$ cat config.mk
export PLATFORM = sky130hd
export DESIGN_NAME = gate_bist_ctrl_flat
export DESIGN_NICKNAME = d
export VERILOG_FILES = /design/src/rtl/gate_bist_pkg.sv /design/src/rtl/gate_bist_if.sv /design/src/rtl/gate_bist_start_sync.sv /design/src/rtl/gate_bist_ctrl.sv /design/src/flat_wrapper.sv
export SDC_FILE = /design/constraint.sdc
export NUM_CORES = 1
export LEC_CHECK = 0
export ABC_AREA = 1
export CAP_MARGIN = 20
export CORE_UTILIZATION = 25
export DETAILED_ROUTE_END_ITERATION = 6
export GPL_TIMING_DRIVEN = 0
export HOLD_SLACK_MARGIN = 0.05
export MAX_ROUTING_LAYER = met4
export SETUP_SLACK_MARGIN = 0.5
export SKIP_LAST_GASP = 1
export SLEW_MARGIN = 20
export SYNTH_ARGS = -nofsm -noshare
export SYNTH_HDL_FRONTEND = slang
export SYNTH_HIERARCHICAL = 1
export SYNTH_SLANG_ARGS = --single-unit
$ cat constraint.sdc
create_clock -name clk -period 1.5 [get_ports clk]
set_input_delay 0.45 -clock clk [delete_from_list [all_inputs] [get_ports clk]]
set_output_delay 0.45 -clock clk [all_outputs]
set_load 0.02 [all_outputs]
$ cat src/rtl/gate_bist_pkg.sv
// gate_bist_pkg: shared FSM state type, Gray pattern sequence and truth-table constants for the gate BIST sequencer
package gate_bist_pkg;

    typedef enum logic [1:0] {IDLE, DRIVE, SAMPLE, FINISH} state_t;

    // {sw0,sw1} per step; Gray order so only one CUT input toggles per step
    localparam logic [1:0] PAT_SEQ [4] = '{2'b00, 2'b01, 2'b11, 2'b10};

    // Expected L indexed by {sw0,sw1}; bit3 is pattern 11
    localparam logic [3:0] TRUTH_AND  = 4'b1000;
    localparam logic [3:0] TRUTH_OR   = 4'b1110;
    localparam logic [3:0] TRUTH_XOR  = 4'b0110;
    localparam logic [3:0] TRUTH_NAND = 4'b0111;

endpackage

$ cat src/rtl/gate_bist_if.sv
// gate_bist_if: sequencer <-> board/CUT signal bundle
//   start            run request from board logic
//   sw0, sw1         CUT inputs driven by the sequencer
//   l                CUT output
//   busy, done, pass run status
//   err_cnt          mismatch count (0..4)
//   fail_idx         {sw0,sw1} of first mismatching pattern
// slave = sequencer side, master = board/CUT side
interface gate_bist_if;
    logic       start;
    logic       sw0;
    logic       sw1;
    logic       l;
    logic       busy;
    logic       done;
    logic       pass;
    logic [2:0] err_cnt;
    logic [1:0] fail_idx;

    modport master (output start, l, input sw0, sw1, busy, done, pass, err_cnt, fail_idx);
    modport slave  (input start, l, output sw0, sw1, busy, done, pass, err_cnt, fail_idx);
endinterface

$ cat src/rtl/gate_bist_start_sync.sv
// gate_bist_start_sync: 2-flop synchroniser plus rising-edge detector for the START request
//   clk, rst  clock and asynchronous active-high reset
//   din       raw asynchronous START
//   rise      one-cycle pulse per synchronised 0->1 transition
module gate_bist_start_sync (
    input  logic clk,
    input  logic rst,
    input  logic din,
    output logic rise
);
    logic [2:0] s;

    always_ff @(posedge clk or posedge rst)
        if (rst) s <= '0;
        else     s <= {s[1:0], din};

    // s[1] is the synchronised level, s[2] its previous value
    assign rise = s[1] & ~s[2];
endmodule

$ cat src/rtl/gate_bist_ctrl.sv
// gate_bist_ctrl: BIST sequencer that walks a 2-input gate CUT through all four patterns and checks L against TRUTH
//   clk  clock, rising edge
//   rst  asynchronous active-high reset
//   bus  gate_bist_if.slave: start in, l in, sw0/sw1/busy/done/pass/err_cnt/fail_idx out
// Parameters: DWELL (cycles held before sampling, >=1), TRUTH (expected L by {sw0,sw1})
// Option: define GATE_BIST_START_SYNC_EN to synchronise START and launch only on its rising edge
module gate_bist_ctrl
    import gate_bist_pkg::*;
#(
    parameter int         DWELL = 4,
    parameter logic [3:0] TRUTH = TRUTH_AND
) (
    input logic        clk,
    input logic        rst,
    gate_bist_if.slave bus
);
    localparam int CW = DWELL > 1 ? $clog2(DWELL) : 1;

    if (DWELL < 1) begin : g_dwell_chk
        $error("gate_bist_ctrl: DWELL must be >= 1");
    end

    logic go;
`ifdef GATE_BIST_START_SYNC_EN
    gate_bist_start_sync u_sync (.clk(clk), .rst(rst), .din(bus.start), .rise(go));
`else
    assign go = bus.start;
`endif

    state_t        state, state_n;
    logic [1:0]    step, step_n;
    logic [1:0]    sw, sw_n;
    logic [CW-1:0] cnt, cnt_n;
    logic [2:0]    err, err_n;
    logic [1:0]    fidx, fidx_n;
    logic          pass, pass_n;
    logic          miss;

    always_ff @(posedge clk or posedge rst)
        if (rst) begin
            state <= IDLE;
            step  <= '0;
            sw    <= '0;
            cnt   <= '0;
            err   <= '0;
            fidx  <= '0;
            pass  <= 1'b0;
        end else begin
            state <= state_n;
            step  <= step_n;
            sw    <= sw_n;
            cnt   <= cnt_n;
            err   <= err_n;
            fidx  <= fidx_n;
            pass  <= pass_n;
        end

    always_comb begin
        state_n = state;
        step_n  = step;
        sw_n    = sw;
        cnt_n   = cnt;
        err_n   = err;
        fidx_n  = fidx;
        pass_n  = pass;
        miss    = bus.l != TRUTH[sw];
        case (state)
            IDLE:
                if (go) begin
                    state_n = DRIVE;
                    step_n  = '0;
                    sw_n    = PAT_SEQ[0];
                    cnt_n   = '0;
                    err_n   = '0;
                    fidx_n  = '0;
                    pass_n  = 1'b0;
                end
            DRIVE: begin
                cnt_n   = cnt + 1'b1;
                state_n = cnt == CW'(DWELL - 1) ? SAMPLE : DRIVE;
            end
            SAMPLE: begin
                // err never exceeds 4 because only four samples are taken per run
                err_n  = miss ? err + 3'd1 : err;
                fidx_n = miss && err == 3'd0 ? sw : fidx;
                if (step == 2'd3) begin
                    state_n = FINISH;
                    sw_n    = '0;
                    pass_n  = err_n == 3'd0;
                end else begin
                    state_n = DRIVE;
                    step_n  = step + 2'd1;
                    sw_n    = PAT_SEQ[step + 2'd1];
                    cnt_n   = '0;
                end
            end
            FINISH:  state_n = IDLE;
            default: state_n = IDLE;
        endcase
    end

    assign bus.sw0      = sw[1];
    assign bus.sw1      = sw[0];
    assign bus.busy     = state == DRIVE || state == SAMPLE;
    assign bus.done     = state == FINISH;
    assign bus.pass     = pass;
    assign bus.err_cnt  = err;
    assign bus.fail_idx = fidx;
endmodule

$ cat src/flat_wrapper.sv
// flat-port wrapper written by rule: the top's interface ports become plain ports
module gate_bist_ctrl_flat import gate_bist_pkg::*;
#(
    parameter int         DWELL = 4,
    parameter logic [3:0] TRUTH = TRUTH_AND
)
  (clk, rst, bus_start, bus_l, bus_sw0, bus_sw1, bus_busy, bus_done, bus_pass, bus_err_cnt, bus_fail_idx);
  gate_bist_if bus_i ();
  input logic clk;
  input logic rst;
  input wire logic [$bits(bus_i.start)-1:0] bus_start;
  input wire logic [$bits(bus_i.l)-1:0] bus_l;
  output wire logic [$bits(bus_i.sw0)-1:0] bus_sw0;
  output wire logic [$bits(bus_i.sw1)-1:0] bus_sw1;
  output wire logic [$bits(bus_i.busy)-1:0] bus_busy;
  output wire logic [$bits(bus_i.done)-1:0] bus_done;
  output wire logic [$bits(bus_i.pass)-1:0] bus_pass;
  output wire logic [$bits(bus_i.err_cnt)-1:0] bus_err_cnt;
  output wire logic [$bits(bus_i.fail_idx)-1:0] bus_fail_idx;
  assign bus_i.start = bus_start;
  assign bus_i.l = bus_l;
  assign bus_sw0 = bus_i.sw0;
  assign bus_sw1 = bus_i.sw1;
  assign bus_busy = bus_i.busy;
  assign bus_done = bus_i.done;
  assign bus_pass = bus_i.pass;
  assign bus_err_cnt = bus_i.err_cnt;
  assign bus_fail_idx = bus_i.fail_idx;
  gate_bist_ctrl #(.DWELL(DWELL), .TRUTH(TRUTH)) u_core (.clk(clk), .rst(rst), .bus(bus_i));
endmodule
==> run_summary.xml <==
<?xml version="1.0" encoding="UTF-8"?>
<metrics>
  <group name="outcome">
    <metric name="run_status" unit="">finished with violations</metric>
    <metric name="failed_checks" unit="">setup timing</metric>
  </group>
  <group name="grt">
    <metric name="grt_antenna_before_repair" unit="">0</metric>
    <metric name="grt_first_pass_wirelength" unit="mm">4.25</metric>
    <metric name="grt_start_max_net_pins" unit="">15</metric>
    <metric name="grtUsageTotal" unit="">0.140</metric>
    <metric name="first_global_vias" unit="">949</metric>
    <metric name="grt_overflow_total" unit="">0</metric>
  </group>
  <group name="critical_path">
    <metric name="cp.required" unit="ps">1050</metric>
    <metric name="cp_top_family" unit="">flip-flops</metric>
    <metric name="timing.critical_path.buf_inv" unit="">2</metric>
    <metric name="timing.reg2reg.worst_path_depth" unit="">8</metric>
    <metric name="timing.reg2reg.setup_slack" unit="ps">20</metric>
    <metric name="cp_cell_sequence" unit="">inv_4 -&gt; ha_4 -&gt; buf_6</metric>
    <metric name="cp-start-kind" unit="">flip-flop</metric>
    <metric name="timing.critical_path.arrival" unit="ps">1110</metric>
    <metric name="slowest_delay" unit="ps">460</metric>
    <metric name="cp-end-kind" unit="">output pin</metric>
    <metric name="worst-path-max-fanout" unit="">4</metric>
    <metric name="rr_startpoint" unit="">u_core/state[1]</metric>
    <metric name="critical-path-slowest-cell" unit="">sky130_fd_sc_hd__dfrtp_2</metric>
    <metric name="critical_path_class" unit="">flip-flop to output pin</metric>
    <metric name="crit-reg2reg-capture" unit="">u_core/bus.pass</metric>
  </group>
  <group name="job">
    <metric name="maxCapViolCount" unit="">0</metric>
  </group>
  <group name="drt">
    <metric name="route.detailed.vias_per_inst" unit="">4.72</metric>
    <metric name="detailroute.via_count" unit="">882</metric>
    <metric name="detail_route.wirelength" unit="mm">2.40</metric>
    <metric name="drt-initial-drc-count" unit="">52</metric>
    <metric name="routedWlPerCell" unit="um">12.8</metric>
    <metric name="detail_route.drc_violations" unit="">0</metric>
    <metric name="drt_pass1_iterations" unit="">4</metric>
    <metric name="antenna_left" unit="">0</metric>
  </group>
  <group name="cts">
    <metric name="clock_tree.root_cell" unit="">sky130_fd_sc_hd__clkbuf_8</metric>
    <metric name="cts-root-to-sink-buffers" unit="">2</metric>
    <metric name="cts.sink_count" unit="">14</metric>
    <metric name="clk-insertion-delay-late" unit="ps">250</metric>
    <metric name="cts_tree" unit="">done</metric>
    <metric name="htree_num_levels" unit="">1</metric>
    <metric name="numCtsBuffers" unit="">3</metric>
    <metric name="worst_setup_hold_path_clk_slew" unit="ps">60</metric>
    <metric name="cts_hold_buf" unit="">0</metric>
  </group>
  <group name="timing">
    <metric name="post_route_setup_slack" unit="ps">-63.4</metric>
    <metric name="fin_setup_tns" unit="ps">-63.4</metric>
    <metric name="report.final.slew_viol_count" unit="">0</metric>
    <metric name="maxSlewHeadroom" unit="">0.777</metric>
    <metric name="setup_viol_count_final" unit="">1</metric>
    <metric name="rsz0062_at_grt" unit="">yes</metric>
    <metric name="maxClockFrequency" unit="MHz">640</metric>
    <metric name="timing_worst_slew_pin_value" unit="ps">333</metric>
    <metric name="hold_viol_final" unit="">0</metric>
    <metric name="finalCriticalPeriod" unit="ps">1560</metric>
    <metric name="clock-skew-final" unit="ps">2.57</metric>
    <metric name="timing.final.crit_share" unit="">1.04</metric>
  </group>
  <group name="floorplan">
    <metric name="std_cell_rows" unit="">21</metric>
    <metric name="starting_density" unit="">0.270</metric>
    <metric name="die-area" unit="um^2">3970</metric>
    <metric name="die_y" unit="um">63.0</metric>
    <metric name="io_pins" unit="">14</metric>
    <metric name="dieWidth" unit="um">63.0</metric>
    <metric name="core_region_area" unit="um^2">3440</metric>
  </group>
  <group name="finish">
    <metric name="layout.core_utilization" unit="">0.451</metric>
    <metric name="final_cell_mix" unit="">19 x sky130_fd_sc_hd__buf_6, 13 x sky130_fd_sc_hd__nand2_1, 11 x sky130_fd_sc_hd__buf_4, 10 x sky130_fd_sc_hd__dfrtp_1, 9 x sky130_fd_sc_hd__nand2_2</metric>
    <metric name="final_common_cell" unit="">sky130_fd_sc_hd__buf_6</metric>
    <metric name="fillerInstances" unit="">313</metric>
    <metric name="layout-drive-gt1-share" unit="">0.610</metric>
    <metric name="num_antenna_cells" unit="">0</metric>
    <metric name="areaGrowthSynthToFinish" unit="%">66.7</metric>
    <metric name="layoutNonFillerInstCount" unit="">187</metric>
    <metric name="design.final.nets" unit="">154</metric>
  </group>
  <group name="hold_path">
    <metric name="timing.hold.worst.class" unit="">primary input to async pin</metric>
  </group>
  <group name="yosys">
    <metric name="synth_cell_type_count" unit="">27</metric>
    <metric name="syn_nets" unit="">115</metric>
    <metric name="yosys_register_bits" unit="">14</metric>
    <metric name="postSynthCellCount" unit="">103</metric>
    <metric name="ys_warn_count" unit="">6</metric>
    <metric name="synth-seq-area-share" unit="">0.376</metric>
    <metric name="combined_area_of_all_synthesized_cells" unit="um^2">931</metric>
    <metric name="post_synth.cell_area_avg" unit="um^2">9.04</metric>
  </group>
  <group name="power">
    <metric name="vdd_drop_max" unit="mV">0.747</metric>
    <metric name="power.leakage" unit="uW">0.000699</metric>
    <metric name="power_per_cell_area" unit="nW/um^2">1490</metric>
  </group>
  <group name="placed_design">
    <metric name="place_worst_setup_slack" unit="ps">-286</metric>
    <metric name="globalplace.congestion" unit="">0.786</metric>
    <metric name="placed_cells" unit="">162</metric>
    <metric name="portBuffers" unit="">13</metric>
    <metric name="dp.final_hpwl" unit="mm">1.37</metric>
  </group>
</metrics>
[metal layers]
| metal | share of wire | routed length [um] | vias to the layer above | GRT usage |
|---|---|---|---|---|
| met2 | 0.54 | 1300 | 32 | 0.234 |
| met3 | 0.040 | 95 | 10 | 0.0292 |
| met5 | 0 | 0 | - | - |
| met1 | 0.40 | 952 | 430 | 0.147 |
| li1 | - | - | 410 | - |
| met4 | 0.020 | 49 | 0 | 0.0988 |
[cell usage after synthesis]
master | instances | share of area
sky130_fd_sc_hd__o21ai_2 | 3 | 0.028
sky130_fd_sc_hd__o21ai_0 | 5 | 0.027
sky130_fd_sc_hd__o21ai_1 | 1 | 0.0054
sky130_fd_sc_hd__nand2_2 | 9 | 0.060
sky130_fd_sc_hd__dfrtp_1 | 14 | 0.38
sky130_fd_sc_hd__inv_1 | 14 | 0.056
sky130_fd_sc_hd__nor2_8 | 1 | 0.022
sky130_fd_sc_hd__nand2_4 | 2 | 0.024
sky130_fd_sc_hd__nor2_2 | 3 | 0.020
sky130_fd_sc_hd__o21a_1 | 1 | 0.0081
sky130_fd_sc_hd__nor2_1 | 2 | 0.0081
sky130_fd_sc_hd__nor3_4 | 1 | 0.017
sky130_fd_sc_hd__nand2_1 | 17 | 0.069
sky130_fd_sc_hd__o21bai_1 | 1 | 0.0081
sky130_fd_sc_hd__a21boi_2 | 1 | 0.012
sky130_fd_sc_hd__nand3_2 | 2 | 0.022
sky130_fd_sc_hd__a21oi_1 | 4 | 0.022
sky130_fd_sc_hd__inv_4 | 1 | 0.0067
sky130_fd_sc_hd__nand3_1 | 4 | 0.022
sky130_fd_sc_hd__ha_1 | 8 | 0.11
sky130_fd_sc_hd__o21bai_4 | 1 | 0.020
sky130_fd_sc_hd__o22ai_1 | 2 | 0.013
sky130_fd_sc_hd__o31ai_1 | 1 | 0.0081
sky130_fd_sc_hd__nand3b_1 | 1 | 0.0081
sky130_fd_sc_hd__inv_2 | 1 | 0.0040
sky130_fd_sc_hd__buf_6 | 1 | 0.012
sky130_fd_sc_hd__nand4_1 | 2 | 0.013
[repair_timing]
| item | 4_1_cts | 5_1_grt |
|---|---|---|
| gates resized for setup | 84 | 17 |
| setup endpoints to repair | 26 | 24 |
| setup buffers | 18 | 3 |
| pin swaps | 18 | 8 |
[cell type report]
cell class                      instances  area (um^2)  area share
Clock buffer                            4         45.0      0.0290
Sequential cell                        14          355       0.229
Tap cell                               46         57.6      0.0371
Buffer                                  1         15.0     0.00968
Multi-Input combinational cell         72          658       0.424
Timing Repair Buffer                   34          344       0.222
Inverter                               16         76.3      0.0492
[power breakdown]
part | total, uW | switching (uW) | internal [uW]
Clock | 333 | 145 | 188
Combinational | 1400 | 759 | 640
Sequential | 583 | 101 | 482
Total | 2310 | 1000 | 1310
[flip-flops by register name, summed over array words and instances (netlist names)]
signal               flops
u_core/bus.err_cnt       3
u_core/bus.fail_idx      2
u_core/cnt               2
u_core/state             2
u_core/step              2
u_core/sw                2
u_core/bus.pass          1
[worst max-delay path by stage]
stage,endpoint,start,cells after the start,slack [ps]
2_1_floorplan,u_core/cnt[0],u_core/state[1],7,230
3_3_place_gp,bus_busy,u_core/state[0],3,-290
3_5_place_dp,bus_busy,u_core/state[0],3,-290
4_1_cts,bus_busy,u_core/state[0],3,-60
5_1_grt,bus_busy,u_core/state[1],3,-90
6_report,bus_busy,u_core/state[0],3,-60
[logic make-up after synthesis]
group	share of synthesized area
flip-flops	0.376
adder cells (fa/ha/maj)	0.108
AND/OR/NAND/NOR	0.285
buffers and inverters	0.0793
AO/OA/AOI/OAI	0.152
[through the flow]
step                      hold slack [ps]  instance area [um^2]  total power [uW]
final                                 519                  1550              2310
after global routing                  559                  1550              2480
after CTS                             536                  1460              2170
after detailed placement              459                  1170              1540
after global placement                459                  1170              1510
after floorplan                       339                   980              1330
No activity file was read; power rests on OpenSTA's default activity.
